`src/rtl/dmem_arbiter_if.sv`:
```
// Bundle of both requester channels plus the data_memory side of the arbiter.
// slave = arbiter view; master = requesters and memory (as driven by a bench or wrapper).
interface dmem_arbiter_if #(
  parameter int ADDR_W = 48,
  parameter int DATA_W = 64
);
  logic              req0_valid, req0_write, req0_ready;
  logic [ADDR_W-1:0] req0_addr;
  logic [DATA_W-1:0] req0_wdata;
  logic              rsp0_valid;
  logic [DATA_W-1:0] rsp0_rdata;

  logic              req1_valid, req1_write, req1_ready;
  logic [ADDR_W-1:0] req1_addr;
  logic [DATA_W-1:0] req1_wdata;
  logic              rsp1_valid;
  logic [DATA_W-1:0] rsp1_rdata;

  logic [ADDR_W-1:0] mem_address;
  logic [DATA_W-1:0] mem_write_data;
  logic              mem_Write, mem_Read;
  logic [DATA_W-1:0] mem_read_data;

  modport slave (
    input  req0_valid, req0_write, req0_addr, req0_wdata,
    input  req1_valid, req1_write, req1_addr, req1_wdata,
    input  mem_read_data,
    output req0_ready, rsp0_valid, rsp0_rdata,
    output req1_ready, rsp1_valid, rsp1_rdata,
    output mem_address, mem_write_data, mem_Write, mem_Read
  );

  modport master (
    output req0_valid, req0_write, req0_addr, req0_wdata,
    output req1_valid, req1_write, req1_addr, req1_wdata,
    output mem_read_data,
    input  req0_ready, rsp0_valid, rsp0_rdata,
    input  req1_ready, rsp1_valid, rsp1_rdata,
    input  mem_address, mem_write_data, mem_Write, mem_Read
  );
endinterface

```
`src/rtl/dmem_arbiter.sv`:
```
// Round-robin, burst-bounded arbiter sharing one single-ported data memory
// between the load/store unit (port 0) and the debug/DMA loader (port 1).
module dmem_arbiter #(
  parameter int ADDR_W    = 48,
  parameter int DATA_W    = 64,
  parameter int MAX_BURST = 8
) (
  input  logic            clk,
  input  logic            rst,
  dmem_arbiter_if.slave   bus
);
  localparam logic [1:0] IDLE   = 2'd0;
  localparam logic [1:0] GRANT0 = 2'd1;
  localparam logic [1:0] GRANT1 = 2'd2;
  localparam logic [7:0] MAX_B  = 8'(MAX_BURST);

  logic [1:0]        state_q, state_d;
  logic              prio_q, prio_d;   // port favoured on a simultaneous request
  logic [7:0]        cnt_q, cnt_d, cnt_inc;
  logic [1:0]        rsp_vld_q, rsp_vld_d;
  logic [DATA_W-1:0] rdata0_q, rdata0_d, rdata1_q, rdata1_d;

  logic [1:0] vld, wr, gnt, acc;
  logic       own, oth;
  logic [1:0] oth_st;

  assign vld = {bus.req1_valid, bus.req0_valid};
  assign wr  = {bus.req1_write, bus.req0_write};
  // Reset masks the grant so nothing is accepted or strobed while it is held.
  assign gnt = rst ? 2'b00 : {state_q == GRANT1, state_q == GRANT0};
  assign acc = gnt & vld;

  assign bus.req0_ready = gnt[0];
  assign bus.req1_ready = gnt[1];
  assign bus.rsp0_valid = rsp_vld_q[0];
  assign bus.rsp1_valid = rsp_vld_q[1];
  assign bus.rsp0_rdata = rdata0_q;
  assign bus.rsp1_rdata = rdata1_q;

  always_comb begin
    bus.mem_address    = '0;
    bus.mem_write_data = '0;
    if (gnt[0]) begin
      bus.mem_address    = bus.req0_addr;
      bus.mem_write_data = bus.req0_wdata;
    end else if (gnt[1]) begin
      bus.mem_address    = bus.req1_addr;
      bus.mem_write_data = bus.req1_wdata;
    end
    bus.mem_Write = |(acc & wr);
    bus.mem_Read  = |(acc & ~wr);
  end

  always_comb begin
    state_d = state_q;
    prio_d  = prio_q;
    cnt_d   = cnt_q;
    cnt_inc = cnt_q + 8'd1;
    own     = (state_q == GRANT1);
    oth     = ~own;
    oth_st  = own ? GRANT0 : GRANT1;
    case (state_q)
      IDLE: begin
        if (vld[0] && (!vld[1] || !prio_q)) begin
          state_d = GRANT0;
          cnt_d   = '0;
        end else if (vld[1]) begin
          state_d = GRANT1;
          cnt_d   = '0;
        end
      end
      GRANT0, GRANT1: begin
        if (!vld[own]) begin
          prio_d  = oth;
          cnt_d   = '0;
          state_d = vld[oth] ? oth_st : IDLE;
        end else if (cnt_inc == MAX_B) begin
          // Burst exhausted: hand over if the other port waits, else restart the count.
          cnt_d = '0;
          if (vld[oth]) begin
            state_d = oth_st;
            prio_d  = oth;
          end
        end else begin
          cnt_d = cnt_inc;
        end
      end
      default: state_d = IDLE;
    endcase
  end

  always_comb begin
    rsp_vld_d = acc & ~wr;
    rdata0_d  = rsp_vld_d[0] ? bus.mem_read_data : rdata0_q;
    rdata1_d  = rsp_vld_d[1] ? bus.mem_read_data : rdata1_q;
  end

  always_ff @(posedge clk) begin
    if (rst) begin
      state_q   <= IDLE;
      prio_q    <= 1'b0;
      cnt_q     <= '0;
      rsp_vld_q <= '0;
      rdata0_q  <= '0;
      rdata1_q  <= '0;
    end else begin
      state_q   <= state_d;
      prio_q    <= prio_d;
      cnt_q     <= cnt_d;
      rsp_vld_q <= rsp_vld_d;
      rdata0_q  <= rdata0_d;
      rdata1_q  <= rdata1_d;
    end
  end
endmodule
```
`src/flat_wrapper.sv`:
```
// flat-port wrapper written by rule: the top's interface ports become plain ports
module dmem_arbiter_flat 
#(
  parameter int ADDR_W    = 48,
  parameter int DATA_W    = 64,
  parameter int MAX_BURST = 8
)
  (clk, rst, bus_req0_valid, bus_req0_write, bus_req0_addr, bus_req0_wdata, bus_req1_valid, bus_req1_write, bus_req1_addr, bus_req1_wdata, bus_mem_read_data, bus_req0_ready, bus_rsp0_valid, bus_rsp0_rdata, bus_req1_ready, bus_rsp1_valid, bus_rsp1_rdata, bus_mem_address, bus_mem_write_data, bus_mem_Write, bus_mem_Read);
  dmem_arbiter_if #(.ADDR_W(ADDR_W), .DATA_W(DATA_W)) bus_i ();
  input  logic clk;
  input  logic rst;
  input wire logic [$bits(bus_i.req0_valid)-1:0] bus_req0_valid;
  input wire logic [$bits(bus_i.req0_write)-1:0] bus_req0_write;
  input wire logic [$bits(bus_i.req0_addr)-1:0] bus_req0_addr;
  input wire logic [$bits(bus_i.req0_wdata)-1:0] bus_req0_wdata;
  input wire logic [$bits(bus_i.req1_valid)-1:0] bus_req1_valid;
  input wire logic [$bits(bus_i.req1_write)-1:0] bus_req1_write;
  input wire logic [$bits(bus_i.req1_addr)-1:0] bus_req1_addr;
  input wire logic [$bits(bus_i.req1_wdata)-1:0] bus_req1_wdata;
  input wire logic [$bits(bus_i.mem_read_data)-1:0] bus_mem_read_data;
  output wire logic [$bits(bus_i.req0_ready)-1:0] bus_req0_ready;
  output wire logic [$bits(bus_i.rsp0_valid)-1:0] bus_rsp0_valid;
  output wire logic [$bits(bus_i.rsp0_rdata)-1:0] bus_rsp0_rdata;
  output wire logic [$bits(bus_i.req1_ready)-1:0] bus_req1_ready;
  output wire logic [$bits(bus_i.rsp1_valid)-1:0] bus_rsp1_valid;
  output wire logic [$bits(bus_i.rsp1_rdata)-1:0] bus_rsp1_rdata;
  output wire logic [$bits(bus_i.mem_address)-1:0] bus_mem_address;
  output wire logic [$bits(bus_i.mem_write_data)-1:0] bus_mem_write_data;
  output wire logic [$bits(bus_i.mem_Write)-1:0] bus_mem_Write;
  output wire logic [$bits(bus_i.mem_Read)-1:0] bus_mem_Read;
  assign bus_i.req0_valid = bus_req0_valid;
  assign bus_i.req0_write = bus_req0_write;
  assign bus_i.req0_addr = bus_req0_addr;
  assign bus_i.req0_wdata = bus_req0_wdata;
  assign bus_i.req1_valid = bus_req1_valid;
  assign bus_i.req1_write = bus_req1_write;
  assign bus_i.req1_addr = bus_req1_addr;
  assign bus_i.req1_wdata = bus_req1_wdata;
  assign bus_i.mem_read_data = bus_mem_read_data;
  assign bus_req0_ready = bus_i.req0_ready;
  assign bus_rsp0_valid = bus_i.rsp0_valid;
  assign bus_rsp0_rdata = bus_i.rsp0_rdata;
  assign bus_req1_ready = bus_i.req1_ready;
  assign bus_rsp1_valid = bus_i.rsp1_valid;
  assign bus_rsp1_rdata = bus_i.rsp1_rdata;
  assign bus_mem_address = bus_i.mem_address;
  assign bus_mem_write_data = bus_i.mem_write_data;
  assign bus_mem_Write = bus_i.mem_Write;
  assign bus_mem_Read = bus_i.mem_Read;
  dmem_arbiter #(.ADDR_W(ADDR_W), .DATA_W(DATA_W), .MAX_BURST(MAX_BURST)) u_core (.clk(clk), .rst(rst), .bus(bus_i));
endmodule
```
`config.mk`:
```
export PLATFORM = sky130hd
export DESIGN_NAME = dmem_arbiter_flat
export DESIGN_NICKNAME = d
export VERILOG_FILES = /design/src/rtl/dmem_arbiter_if.sv /design/src/rtl/dmem_arbiter.sv /design/src/flat_wrapper.sv
export SDC_FILE = /design/constraint.sdc
export NUM_CORES = 1
export LEC_CHECK = 0
export CORE_AREA = 8 8 203 205
export DETAILED_ROUTE_END_ITERATION = 12
export DIE_AREA = 0 0 211 213
export PLACE_DENSITY_LB_ADDON = 0.15
export SYNTH_ARGS = -nofsm -noshare
export SYNTH_HDL_FRONTEND = slang
export SYNTH_SLANG_ARGS = --single-unit
```
`constraint.sdc`:
```
create_clock -name clk -period 2.5 [get_ports clk]
set_clock_uncertainty 0.15 [all_clocks]
set_input_delay 0.25 -clock clk [delete_from_list [all_inputs] [get_ports clk]]
set_output_delay 0.25 -clock clk [all_outputs]
set_load 0.01 [all_outputs]
```
Word level (Yosys, flattened, before mapping)
Index checks and enable logic that the tools add are counted.
- output and inout port bits: 246
- flip-flop bits (word level): 141
- input bits: 294
- word-level logic and storage cells: 59
- reduce and logical (&&, ||, !) cells: 12
- muxes and demuxes: 25
- $add $sub $neg: 1
- eq/ne operators: 8
- bitwise operators: 5
- $lt $le $gt $ge: 2
- operators by type and width (operator ; count):
    $mux W64 ; 2
    $mux W48 ; 2
    $mux W8 ; 4
    $mux W2 ; 8
    $pmux W8 S2 ; 1
    $add A8 B1 Y8 const B ; 1
    $eq A8 B4 Y1 const B ; 1
    $mux W1 ; 7
    $and A2 B2 Y2 ; 3
    $ne A3 B3 Y1 const B ; 2
    $reduce_and A3 Y1 ; 2
    $reduce_or A2 Y1 ; 3
    $lt A1 B2 Y1 const B ; 2
    $ne A2 B2 Y1 const B ; 2
    $pmux W2 S2 ; 1
    $ne A3 B2 Y1 const B ; 1
    $eq A2 B1 Y1 const B ; 1
    $eq A2 B2 Y1 const B ; 1
    $logic_not A1 Y1 ; 2
    $logic_not A2 Y1 ; 1
    $not A2 Y2 ; 1
    $reduce_and A2 Y1 ; 1
    $reduce_bool A2 Y1 ; 1
    $logic_and A1 B1 Y1 ; 1
    other kinds (2) ; 2

Longest topological paths before layout
- word-level depth: 8
- depth in mapped cells: 11
- mapped depth without buffers: 8

Worst setup path before layout
Ideal clock, no wire load.
- kind: reg-to-output
- start: register u_core.state_q[0]
- end: output port bus_mem_address[0]
- path buffers: 2
- stages on the path, launching flop included: 8
- data arrival time: 1.658 ns
- required time: 2.100 ns
- path slack: 0.442 ns
- path through: dfxtp_1 -> inv_1 -> ha_1 -> nor2b_2 -> nor2b_1 -> buf_2 -> buf_2 -> a22o_1
- word-level cells in the longest chain between the ends: 4
- elaborated cells between the ends (all ways): 5
- classes of those cells: eq/ne (2); mux (3)
- RTL lines (what ; RTL line ; source):
    from (decl) ; dmem_arbiter.sv:17 ; logic [1:0] state_q, state_d;
    from (signal assigned) ; dmem_arbiter.sv:107 ; state_q <= state_d;
    $eq A2 B2 Y1 ; dmem_arbiter.sv:30 ; assign gnt = rst ? 2'b00 : {state_q == GRANT1, state_q == GRANT0};
    $mux W2 ; dmem_arbiter.sv:30 ;
    named net bus_req1_ready ; flat_wrapper.sv:24 ; output wire logic [$bits(bus_i.req1_ready)-1:0] bus_req1_ready;
    $mux W48 ; dmem_arbiter.sv:46 ; end else if (gnt[1]) begin
    $mux W48 ; dmem_arbiter.sv:43 ; if (gnt[0]) begin
    to (decl) ; flat_wrapper.sv:27 ; output wire logic [$bits(bus_i.mem_address)-1:0] bus_mem_address;
The timed path passes the listed nets, and every way through them passes these cells.

Worst setup path in the final report
- start: register u_core.state_q[0]
- end: output port bus_mem_write_data[59]
- word-level cells in the longest chain between the ends: 4
- elaborated cells between the ends (all ways): 5
- classes of those cells: eq/ne (2); mux (3)
- RTL lines (what ; RTL line ; source):
    $eq A2 B2 Y1 ; dmem_arbiter.sv:30 ;
    $mux W2 * ; dmem_arbiter.sv:30 ;
    $mux W64 ; dmem_arbiter.sv:46 ;
    $mux W64 * ; dmem_arbiter.sv:43 ;
    to (decl) ; flat_wrapper.sv:28 ; output wire logic [$bits(bus_i.mem_write_data)-1:0] bus_mem_write_data;
Mark *: on every way between the ends. The rest lies on a longest branch, timed or not.

==> metrics.md <==
| Metric | Value |
|---|---|
| Die H | `between 200 and 250 um` |
| CP arrival | `~2.1 ns` |
| Vias per std cell | `between 4 and 5` |
| Worst min-delay path class | `input pin to register` |
| RePlAce Congestion | `0.874` |
| Post-synth top flop | `dfxtp_1` |
| Initial Util | `16.9%` |
| GRT Overall Usage | `21.5%` |
| FFs w/ async S/R, synth | `0%` |
| PwrDens | `607 mW/mm2` |
| Largest net degree at the start of global routing | `77` |
| Critical R2R Launch | `u_core.state_q[0]` |
| Final Setup Violations | `0` |
| Mapped cell area | `around 0.0064 mm2` |
| Seq/Total Area, Yosys | `43.8%` |
| Hold Startpoint | `bus_mem_read_data[11]` |
| Crit. End Element | `output pin` |
| DR pass1 iterations | `5` |
| Clock Sinks | `141` |
| Max-slew violations | `0` |
| Area contributors post-synth | `dfxtp_1, nand2_1, a22o_1, a21oi_1, clkbuf_1` |
| RSZ-0062 raised after global routing | `true` |
| Worst path max stage delay | `roughly 0.36 ns` |
| Fin util | `a little over a third` |
| Final hold violations | `0` |
| Status | `completed` |
| DRC | `0` |
| CTS tree | `done` |
| Slew margin rel. | `between 50 and 60%` |
| Synth cell count leaders | `nand2_1, dfxtp_1, a21oi_1` |
| Nets@finish | `1648` |
| Top-Level Pins | `540` |
| M2 GR Usage | `between 40 and 50%` |
| Top-count cell post-synth | `nand2_1` |
| Most used routing layer in global routing | `met2` |
| Synth top area share | `a little over two fifths` |
| Die area | `0.0449 mm2` |
| YS warnings | `0` |
| Fin crit share | `a little over nine tenths` |
| Synth cell types | `47` |
| Worst Tran Pin Value | `0.666 ns` |
| Number of synthesized flops with an enable pin | `0` |
| Antenna viol nets, final | `0` |
| Crit-path cells | `inv_2 > ha_4 > nor2b_4 > nor2b_4 > buf_12 > buf_16 > buf_8 > a22o_4 > buf_12` |
| # rows | `72` |
| Share of layout cells above drive strength 1 | `around 17%` |
| Clock root cell | `clkbuf_16` |
| Post-DP HPWL | `approximately 41000 um` |
| Grt total ovfl | `0` |
| Clk pin slew, worst setup/hold paths | `0.07 ns` |
| Syn Area/Cell | `7.94 um2` |
| Synthesized net count | `1112` |
| P&R area growth vs syn | `106%` |
| GR Util met3 | `6.83%` |
| CTS Buf Count | `17` |
| Seq cells post-synth | `141` |
| Crit path max fanout | `8` |
| FF+latch area | `0.00283 mm2` |
| Worst Hold Endpoint | `u_core.bus.rsp1_rdata[11]` |
| Dpl ws | `0.0601 ns` |
| Vias in the first global route | `8234` |
| Vias | `just over 8000` |
| CP startpoint kind | `register` |
| Final WS setup | `about 0.032 ns` |
| Flop-to-flop setup slack | `0.29 ns` |
| Reg-to-Reg End | `u_core.bus.rsp1_rdata[15]` |
| Pleak | `4.97 nW` |
| Die outline width | `211 um` |
| Crit path time final | `2.47 ns` |
| Area leader, netlist | `dfxtp_1` |
| Worst skew pair latency | `approximately 0.42 ns` |
| WP data required | `2.10 ns` |
| Worst path slowest cell | `dfxtp_2` |
| R2R cell count | `11` |
| Max Buffers Root-to-Sink | `2` |
| Routed WL per cell | `26.6 um` |
| Highest clock rate | `0.405 GHz` |
| Core area | `about 0.038 mm2` |
| Antenna violations before repair | `19` |
| Critical path type | `register to output pin` |
| Multi-input gate area | `0.00336 mm2` |
| MaxCap Viol Count | `0` |
| Port Buffer Count | `539` |
| Routed wire length | `50300 um` |
| Met1 usage | `23.5%` |
| # fillers | `4058` |
| Initial DRC count | `507` |
| Peak supply drop | `438 uV` |
| Hold path cells | `3` |
| Global-route wire length before repair | `67700 um` |
| CTS H-tree lvls | `4` |
| Post-synthesis cell count | `~800` |
[power by group]
group / total, mW / switching, mW / internal [mW]
Combinational: 3.10 / 1.48 / 1.62
Clock: 2.55 / 1.06 / 1.49
Sequential: 2.39 / 0.0594 / 2.34
[worst max-delay path: cells and delay by family (launching register included)]
family / cells / cell delay [ns]
and+or+nand+nor: 2 / 0.25
AOI/OAI and AO/OA: 1 / 0.26
buffers and inverters: 5 / 0.63
adders and majority gates: 1 / 0.15
DFF: 1 / 0.36
[kinds of logic after synthesis]
kind of cell	after synthesis	share of synthesized area, %
buf+inv	77	5.96
simple gates	313	19.7
compound gates	267	27.9
flops	141	43.8
xor+xnor	1	0.136
fa+ha+maj	6	1.17
mux	7	1.34
[registers in the layout, indices dropped and copies added, names as in the netlist]
register / count
u_core.state_q: 2
u_core.cnt_q: 8
u_core.rsp_vld_q: 2
u_core.bus.rsp1_rdata: 64
u_core.bus.rsp0_rdata: 64
u_core.prio_q: 1
[repair_timing]
action	in CTS	in global routing
endpoints found under the hold margin	5	0
pin swaps	8	6
hold buffers	1	0
setup endpoints to repair	110	81
cloned	6	0
setup buffers	8	0
resized for setup	406	17
[per-layer routing]
metal	share of wire, %	vias up
li1	-	3910
met1	38	3918
met2	52	392
met3	8.2	51
met4	1.9	2
met5	0.026	-
[final cells by class]
| class | count | area share, % |
|---|---|---|
| sequential | 141 | 21.3 |
| clock inverter | 14 | 1.23 |
| antenna | 10 | 0.189 |
| multi-input combinational | 594 | 25.4 |
| inverter | 5 | 0.142 |
| clock buffer | 18 | 3.24 |
| tap | 518 | 4.89 |
| timing repair buffer | 589 | 43.6 |
[how the worst max path moves through the flow]
stage | start | end | slack [ns] | cells past startpoint
after floorplan | u_core.state_q[0] | bus_mem_address[0] | 0.44 | 7
after global placement | u_core.state_q[0] | bus_mem_address[41] | 0.06 | 8
after detailed placement | u_core.state_q[0] | bus_mem_write_data[28] | 0.06 | 8
after CTS | u_core.state_q[0] | bus_mem_write_data[59] | 0.006 | 9
after global routing | u_core.state_q[0] | bus_mem_write_data[59] | -0.03 | 9
final | u_core.state_q[0] | bus_mem_write_data[59] | 0.03 | 9
[cell usage in the layout (no fill, tap or decap), types with 4 or more instances in the layout]
master and count:
o21ai_0 6, nor3_1 4, buf_16 6, ha_1 4
clkinv_4 6, a22o_4 8, a21oi_1 137, diode_2 10
buf_4 26, clkbuf_16 17, buf_12 22, nand3_1 4
clkdlybuf4s15_2 7, inv_2 4, buf_6 13, clkdlybuf4s50_1 423
nand2_1 272, a22o_1 102, clkinvlp_4 4, dlygate4sd2_1 5
nor2_1 10, dfxtp_1 139, buf_2 80
[per-stage QoR]
step	hold slack, ns	total power, mW	cell area, um2	TNS [ns]	std cells
floorplan	0.236	3.53	6440	0	812
global placement	0.291	5.50	12600	0	1833
detailed placement	0.296	5.48	12600	0	1833
CTS	0.219	8.13	13200	0	1879
global route	0.233	8.42	13200	-0.0632	1882
finish	0.247	8.04	13200	0	1889
No activity file was read; power rests on OpenSTA's default activity.
